===== config.mk =====
export PLATFORM = sky130hd
export DESIGN_NAME = clock_run_control
export DESIGN_NICKNAME = d
export VERILOG_FILES = /design/src/rtl/clock_run_control.sv
export SDC_FILE = /design/constraint.sdc
export NUM_CORES = 1
export LEC_CHECK = 0
export CAP_MARGIN = 20
export CORE_ASPECT_RATIO = 1.25
export CORE_MARGIN = 5
export CORE_UTILIZATION = 30
export CTS_CLUSTER_DIAMETER = 120
export DETAILED_ROUTE_END_ITERATION = 10
export GPL_TIMING_DRIVEN = 0
export RECOVER_POWER = 50
export SETUP_SLACK_MARGIN = 0.5
export SLEW_MARGIN = 20
export SYNTH_ARGS = -nofsm -noshare
export SYNTH_HDL_FRONTEND = slang
export SYNTH_SLANG_ARGS = --single-unit

===== constraint.sdc =====
create_clock -name inclk0 -period 5.7 [get_ports inclk0]
set_clock_uncertainty 0.2 [all_clocks]
set_input_delay 1.14 -clock inclk0 [delete_from_list [all_inputs] [get_ports inclk0]]
set_output_delay 1.14 -clock inclk0 [all_outputs]
set_load 0.01 [all_outputs]

===== src/rtl/clock_run_control.sv =====
// Debouncer for one board input: 2-flop synchronizer followed by a hold-time filter.
// Latency: a stable level change reaches db_out 2 + DEBOUNCE_CYCLES cycles after it is applied.
// Backpressure: none; free-running on every inclk0 edge.
module clock_run_control_debounce #(
    parameter int DEBOUNCE_CYCLES = 500000
) (
    input  logic inclk0,
    input  logic reset_n,
    input  logic raw_in,
    output logic db_out
);
    localparam int CW = (DEBOUNCE_CYCLES > 1) ? $clog2(DEBOUNCE_CYCLES) : 1;
    localparam logic [CW-1:0] CNT_LAST = CW'(DEBOUNCE_CYCLES - 1);

    logic          sync1_q, sync1_d;
    logic          sync2_q, sync2_d;
    logic          db_q,    db_d;
    logic [CW-1:0] cnt_q,   cnt_d;

    // Count consecutive disagreeing samples; any agreeing sample restarts the count.
    always_comb begin
        sync1_d = raw_in;
        sync2_d = sync1_q;
        db_d    = db_q;
        cnt_d   = '0;
        if (sync2_q != db_q) begin
            if (cnt_q == CNT_LAST) begin
                db_d  = sync2_q;
                cnt_d = '0;
            end else begin
                cnt_d = cnt_q + CW'(1);
            end
        end
    end

    // Synchronizer, debounced level and hold counter registers.
    always_ff @(posedge inclk0) begin
        if (!reset_n) begin
            sync1_q <= 1'b0;
            sync2_q <= 1'b0;
            db_q    <= 1'b0;
            cnt_q   <= '0;
        end else begin
            sync1_q <= sync1_d;
            sync2_q <= sync2_d;
            db_q    <= db_d;
            cnt_q   <= cnt_d;
        end
    end

    assign db_out = db_q;
endmodule

// Run / pause / single-step control of the divided processor clock, plus a c0 edge counter.
// Latency: locked and state follow the debounced inputs by one cycle; step_done coincides with locked rising.
// Backpressure: none; the divider is paused purely through the registered locked output.
module clock_run_control #(
    parameter int DEBOUNCE_CYCLES = 500000
) (
    input  logic        inclk0,
    input  logic        reset_n,
    input  logic        run_sw,
    input  logic        step_btn,
    input  logic [7:0]  step_n,
    input  logic        c0_in,
    output logic        locked,
    output logic [1:0]  state,
    output logic        step_done,
    output logic [31:0] cycle_count
);
    typedef enum logic [1:0] {
        PAUSED = 2'd0,
        RUN    = 2'd1,
        STEP   = 2'd2
    } state_e;

    logic        run_db;
    logic        step_db;
    logic        step_db_prev_q, step_db_prev_d;
    logic        step_pulse;
    logic        c0_q, c0_d;
    logic        c0_rise;
    logic [31:0] cycle_count_q, cycle_count_d;

    state_e      state_q, state_d;
    logic [7:0]  remaining_q, remaining_d;
    logic        locked_q, locked_d;
    logic        step_done_q, step_done_d;

    clock_run_control_debounce #(.DEBOUNCE_CYCLES(DEBOUNCE_CYCLES)) u_run_db (
        .inclk0  (inclk0),
        .reset_n (reset_n),
        .raw_in  (run_sw),
        .db_out  (run_db)
    );

    clock_run_control_debounce #(.DEBOUNCE_CYCLES(DEBOUNCE_CYCLES)) u_step_db (
        .inclk0  (inclk0),
        .reset_n (reset_n),
        .raw_in  (step_btn),
        .db_out  (step_db)
    );

    // c0_in is already in the inclk0 domain, so its edge is taken directly.
    assign step_pulse = step_db & ~step_db_prev_q;
    assign c0_rise    = c0_in & ~c0_q;

    // Edge-detect history and free-running processor cycle counter (wraps naturally).
    always_comb begin
        step_db_prev_d = step_db;
        c0_d           = c0_in;
        cycle_count_d  = cycle_count_q + {31'd0, c0_rise};
    end

    // Edge-detect and counter registers.
    always_ff @(posedge inclk0) begin
        if (!reset_n) begin
            step_db_prev_q <= 1'b0;
            c0_q           <= 1'b0;
            cycle_count_q  <= 32'd0;
        end else begin
            step_db_prev_q <= step_db_prev_d;
            c0_q           <= c0_d;
            cycle_count_q  <= cycle_count_d;
        end
    end

    // Next-state logic; run switch always wins over any step activity.
    always_comb begin
        state_d     = state_q;
        remaining_d = remaining_q;
        step_done_d = 1'b0;
        case (state_q)
            PAUSED: begin
                if (run_db) begin
                    state_d = RUN;
                end else if (step_pulse && (step_n != 8'd0)) begin
                    state_d     = STEP;
                    remaining_d = step_n;
                end
            end
            RUN: begin
                if (!run_db) begin
                    state_d = PAUSED;
                end
            end
            STEP: begin
                if (run_db) begin
                    state_d = RUN;
                end else if (c0_rise) begin
                    if (remaining_q == 8'd1) begin
                        state_d     = PAUSED;
                        step_done_d = 1'b1;
                    end else begin
                        remaining_d = remaining_q - 8'd1;
                    end
                end
            end
            default: begin
                state_d = PAUSED;
            end
        endcase
        locked_d = (state_d == PAUSED);
    end

    // FSM state and its registered outputs.
    always_ff @(posedge inclk0) begin
        if (!reset_n) begin
            state_q     <= PAUSED;
            remaining_q <= 8'd0;
            locked_q    <= 1'b1;
            step_done_q <= 1'b0;
        end else begin
            state_q     <= state_d;
            remaining_q <= remaining_d;
            locked_q    <= locked_d;
            step_done_q <= step_done_d;
        end
    end

    assign locked      = locked_q;
    assign state       = state_q;
    assign step_done   = step_done_q;
    assign cycle_count = cycle_count_q;
endmodule


==> flow_metrics.env, run 1 <==
export IMPL_seq_area_frac_synth_pct=42.6
export IMPL_final_max_slew_viol_count=0
export IMPL_arrival_ns=3.88
export IMPL_dp_slack_ns=1.59
export IMPL_avgSynthCellArea_um2=8.81
export IMPL_grt_pass1_wl_mm=17.1
export IMPL_tightest_slew_ns=0.870
export IMPL_fin_cells=717
export IMPL_clk_latency_ns=0.34
export IMPL_leakage_nw=1.67
export IMPL_fill_cells=1399
export IMPL_postRouteAntennaNets=0
export IMPL_synth_top_area_share_pct=42.6
export IMPL_cts_tree="yes"
export IMPL_nNetsFinal=557
export IMPL_stdcell_area_um2=5190
export IMPL_required_ns=5.76
export IMPL_slew_headroom_pct=41.5
export IMPL_routed_wl_mm=10.1
export IMPL_worst_r2r_setup_slack_ns=2.79
export IMPL_drc=0
export IMPL_areaGrowthSynthToFinish_pct=22.7
export IMPL_grtUsageTotal_pct=12.7
export IMPL_synthTopCellsByArea="dfxtp_1 (43%), nor2_1 (4.0%), xor2_1 (3.9%)"
export IMPL_die_area_um2=16600
export IMPL_drt_iter0_drc=265
export IMPL_fp_row_count=48
export IMPL_start_util_pct=30.6
export IMPL_synth_seq_cells=90
export IMPL_vdd_drop_max_mv=0.139
export IMPL_max_clock_path_buffers=2
export IMPL_gp_congestion=0.790
export IMPL_grt_overflow_total=0
export IMPL_numCtsBuffers=9
export IMPL_post_place_cells=702
export IMPL_diodes=0
export IMPL_syn_area_um2=4230
export IMPL_cts_hold_buffers=0
export IMPL_power_w=0.00129
export IMPL_grt_setup_unrepaired="false"
export IMPL_crit_fanout=9
export IMPL_dr_pass1_iters=4
export IMPL_hp_class="flop to flop"
export IMPL_setup_tns_ns=0
export IMPL_dpl_cell_area_um2=4920
export IMPL_die_w_um=116
export IMPL_crit_path_end_kind="flop"
export IMPL_async_flop_share_pct=0
export IMPL_p_per_area_nw_per_um2=249
export IMPL_root_buffer="clkbuf_16"
export IMPL_wl_per_cell_um=14.1
export IMPL_die_h_um=143
export IMPL_synth_cell_types=56
export IMPL_synth_top_area_cell="dfxtp_1"
export IMPL_num_vias=3709
export IMPL_yosys_warnings=0
export IMPL_syn_inst=480
export IMPL_cap_violations=0
export IMPL_setup_violations=0
export IMPL_worstSetupPathType="input pin to flop"
export IMPL_drt_vias_per_instance=5.17
export IMPL_io_pins=49
export IMPL_dp_hpwl_mm=7.47
export IMPL_critPathLaunchType="input pin"
export IMPL_synth_edf_count=0
export IMPL_grt_max_degree=15
export IMPL_antenna_found_initial=1
export IMPL_numPortBuffers=47
export IMPL_timing_hold_violations_final=0
export IMPL_htree_levels=3
export IMPL_setup_slack_ns=1.88
export IMPL_cts_sinks=90
export IMPL_coreArea_um2=13800
export IMPL_grt_pass1_vias=3606
export IMPL_clk_pin_slew_ns=0.06
export IMPL_period_share_pct=67.0
export IMPL_syn_nets=499
export IMPL_fmax_mhz=262
export IMPL_post_cts_buffers=0
export IMPL_cts_resized=0
export IMPL_status="complete, no violations"
export IMPL_synth_ff_type="dfxtp_1"
export IMPL_drive_above_1_share_pct=4.61
export IMPL_period_minus_slack_ns=3.82
cells in the mapped netlist (all sizes together), types with 3 or more instances:
cell type / number
or4b: 4
o31ai: 10
ha: 6
and2: 9
a21oi: 30
nand2b: 10
o21a: 3
or4: 18
nor2: 45
and3: 3
nor4: 11
nand2: 39
xnor2: 18
nand4: 18
o21ai: 14
xor2: 19
mux2i: 7
buf: 4
nor3: 8
and4: 9
nand3: 32
clkbuf: 11
dfxtp: 90
inv: 13
or3: 14
worst max-delay path, cell delays in order:
cell,delay (ns)
dlygate4sd3_1,0.59
nor2b_1,0.20
ha_1,0.20
ha_1,0.23
nand3_1,0.24
or3_1,0.37
clkbuf_1,0.22
or4_1,0.54
a21oi_1,0.15
power breakdown:
part	switching, W	total [W]	leakage [nW]	internal, W
Sequential	0.00000208	0.000634	0.726	0.000632
Combinational	0.0000181	0.0000321	0.797	0.0000140
Clock	0.000244	0.000628	0.150	0.000384
Total	0.000264	0.00129	1.67	0.00103
metal layers:
metal	wire, um	up-vias	GRT usage (%)
met5	20	-	0
met4	125	2	4.46
met3	340	12	3.14
met2	5100	48	21.4
met1	4550	1771	15.6
li1	-	1876	-
cells in the final DEF (no fill, tap or decap), types with 12 or more instances in the layout:
cell type         n
clkbuf_1         15
o21ai_0          14
or3_1            14
inv_1            12
nand2_1          39
xnor2_1          18
clkdlybuf4s50_1  35
nand3_1          32
dlygate4sd3_1    12
nor2_1           45
nand4_1          18
dfxtp_1          90
xor2_1           19
a21oi_1          30
or4_1            16
area by class of cell:
class | count | area, um2 | share of cell area [%]
inverter | 13 | 48.8 | 0.940
buffer | 15 | 56.3 | 1.08
timing repair buffer | 47 | 470 | 9.06
multi-input combinational | 362 | 2280 | 44.0
clock buffer | 11 | 233 | 4.48
tap | 175 | 219 | 4.22
sequential | 90 | 1800 | 34.7
clock inverter | 4 | 77.6 | 1.49
worst paths after layout:
path / startpoint / end / cells past startpoint
setup / recovery: c0_in / cycle_count[20] / 9
hold / removal: u_step_db.sync1_q / u_step_db.sync2_q / 1
setup reg to reg: u_step_db.cnt_q[9] / u_step_db.cnt_q[13] / 5
hold reg to reg: u_step_db.sync1_q / u_step_db.sync2_q / 1
cells by family (layout without fill, tap and decap cells):
logic type      count (synthesis)  count (layout)  synth area share, %
xor+xnor                       37              37                 7.66
compound gates                 83              83                 13.8
fa+ha+maj                       6               6                 1.77
simple gates                  229             229                 29.9
mux                             7               7                 1.66
buf+inv                        28              90                 2.66
flops                          90              90                 42.6
sequential cells by signal, summed over array words and instances, names as in the netlist:
register / flops
u_step_db.cnt_q: 19
cycle_count: 32
u_run_db.db_out: 1
u_step_db.sync2_q: 1
step_db_prev_q: 1
remaining_q: 8
u_run_db.sync1_q: 1
state: 2
step_done: 1
u_step_db.db_out: 1
c0_q: 1
u_run_db.sync2_q: 1
u_step_db.sync1_q: 1
u_run_db.cnt_q: 19
locked: 1
per-stage QoR:
step           utilization [%]  hold WS, ns
2_1_floorplan                -        0.212
3_3_place_gp              35.6        0.221
3_5_place_dp              35.6        0.219
4_1_cts                   37.9        0.244
5_1_grt                   37.6        0.266
6_report                  37.6        0.244
(Power assumes the default switching activity.)
==> run 2, diff against run 1 <==
Clock period 5.7 ns to 3.45 ns, I/O delays scaled along.
==> flow_metrics.env, run 2 (synthesis gave the netlist of run 1 again) <==
export IMPL_final_max_slew_viol_count=0
export IMPL_htree_levels=3
export IMPL_status="complete, no violations"
export IMPL_numCtsBuffers=9
export IMPL_stdcell_area_um2=5220
export IMPL_die_area_um2=16600
export IMPL_hp_class="flop to flop"
export IMPL_nNetsFinal=557
export IMPL_dp_slack_ns=-0.210
export IMPL_num_vias=3785
export IMPL_final_cell_mix="dfxtp_1 (90), nor2_1 (45), nand2_1 (39), nand3_1 (31), a21oi_1 (30)"
export IMPL_required_ns=3.52
export IMPL_drt_iter0_drc=236
export IMPL_coreArea_um2=13800
export IMPL_fill_cells=1401
export IMPL_cap_violations=0
export IMPL_grt_pass1_wl_mm=17.3
export IMPL_clk_pin_slew_ns=0.06
export IMPL_grt_max_degree=15
export IMPL_worst_r2r_setup_slack_ns=0.73
export IMPL_clk_latency_ns=0.34
export IMPL_reg2regPathDepth=5
export IMPL_multi_input_area_um2=2300
export IMPL_final_common_cell="dfxtp_1"
export IMPL_crit_fanout=9
export IMPL_cts_hold_buffers=0
export IMPL_cts_tree="yes"
export IMPL_drc=0
export IMPL_p_per_area_nw_per_um2=410
export IMPL_gp_congestion=0.790
export IMPL_slew_headroom_pct=41.5
export IMPL_worst_hold_startpoint="u_step_db.sync1_q"
export IMPL_postRouteAntennaNets=0
export IMPL_hold_end="u_step_db.sync2_q"
export IMPL_period_minus_slack_ns=2.93
export IMPL_dr_pass1_iters=6
export IMPL_period_share_pct=85.1
export IMPL_vdd_drop_max_mv=0.231
export IMPL_dpl_cell_area_um2=4920
export IMPL_diodes=0
export IMPL_r2r_end="u_step_db.cnt_q[13]"
export IMPL_leakage_nw=1.74
export IMPL_worstSetupPathType="input pin to flop"
export IMPL_start_util_pct=30.6
export IMPL_setup_slack_ns=0.515
export IMPL_dp_hpwl_mm=7.47
export IMPL_grt_setup_unrepaired="false"
export IMPL_timing_hold_violations_final=0
export IMPL_grtUsageTotal_pct=12.8
export IMPL_die_h_um=143
export IMPL_r2r_start="u_step_db.cnt_q[9]"
export IMPL_fin_cells=717
export IMPL_post_place_cells=702
export IMPL_critPathLaunch="c0_in"
export IMPL_setup_violations=0
export IMPL_critPathLaunchType="input pin"
export IMPL_io_pins=49
export IMPL_grt_pass1_vias=3651
export IMPL_die_w_um=116
export IMPL_max_clock_path_buffers=2
export IMPL_tightest_slew_ns=0.870
export IMPL_wl_per_cell_um=14.2
export IMPL_root_buffer="clkbuf_16"
export IMPL_cts_sinks=90
export IMPL_power_w=0.00214
export IMPL_drt_vias_per_instance=5.28
export IMPL_hold_depth=1
export IMPL_regArea_um2=1800
export IMPL_largest_reg_flops=32
export IMPL_grt_overflow_total=0
export IMPL_fmax_mhz=341
export IMPL_crit_path_end_kind="flop"
export IMPL_drive_above_1_share_pct=5.54
export IMPL_routed_wl_mm=10.2
export IMPL_arrival_ns=3.00
export IMPL_fp_row_count=48
export IMPL_numPortBuffers=47
export IMPL_areaGrowthSynthToFinish_pct=23.3
export IMPL_antenna_found_initial=1
-- run 2: worst max path at each step --
stage	to	slack, ns	cells past startpoint
after floorplan	cycle_count[22]	0.71	8
after global placement	cycle_count[20]	-0.19	9
after detailed placement	cycle_count[20]	-0.21	9
after CTS	remaining_q[0]	0.71	5
after global routing	cycle_count[22]	0.36	9
final	cycle_count[20]	0.52	9
-- run 2: area by class of cell --
cell class	instances	share of cell area, %
clock buffer	11	4.46
timing repair buffer	47	9.00
tap	175	4.20
sequential	90	34.5
inverter	13	0.936
clock inverter	4	1.49
buffer	15	1.32
multi-input combinational	362	44.0
-- run 2: per-stage QoR --
stage	hold WS (ns)	TNS, ns	utilization (%)
after floorplan	0.212	0	-
after global placement	0.221	-0.511	35.6
after detailed placement	0.219	-0.698	35.6
after CTS	0.244	0	38.3
after global routing	0.266	0	37.8
final	0.245	0	37.8
-- run 2: metal layers --
metal	global-route usage, %	part of all wire, %	vias up
met5	0	0.20	-
met4	4.46	1.9	2
li1	-	-	1882
met2	21.8	50	91
met3	3.18	4.4	23
met1	15.6	44	1787
-- run 2: critical path, cell delays in order --
cell and delay (ns):
dlygate4sd2_1 0.26, nor2b_1 0.24, ha_1 0.21, ha_1 0.29, nand3_4 0.13, or3_1 0.33
clkbuf_4 0.19, or4_1 0.51, a21oi_1 0.15
-- run 2: where the power goes --
part	internal (W)	switching, W
Combinational	0.0000238	0.0000304
Sequential	0.00104	0.00000353
Clock	0.000634	0.000401
Total	0.00170	0.000435
-- run 2: timing repair --
item                                    in CTS  in global routing
endpoints found under the setup margin      12                  0
buffers inserted                             0                  0
gates resized for setup                     14                  0
endpoints found under the hold margin        0                  0
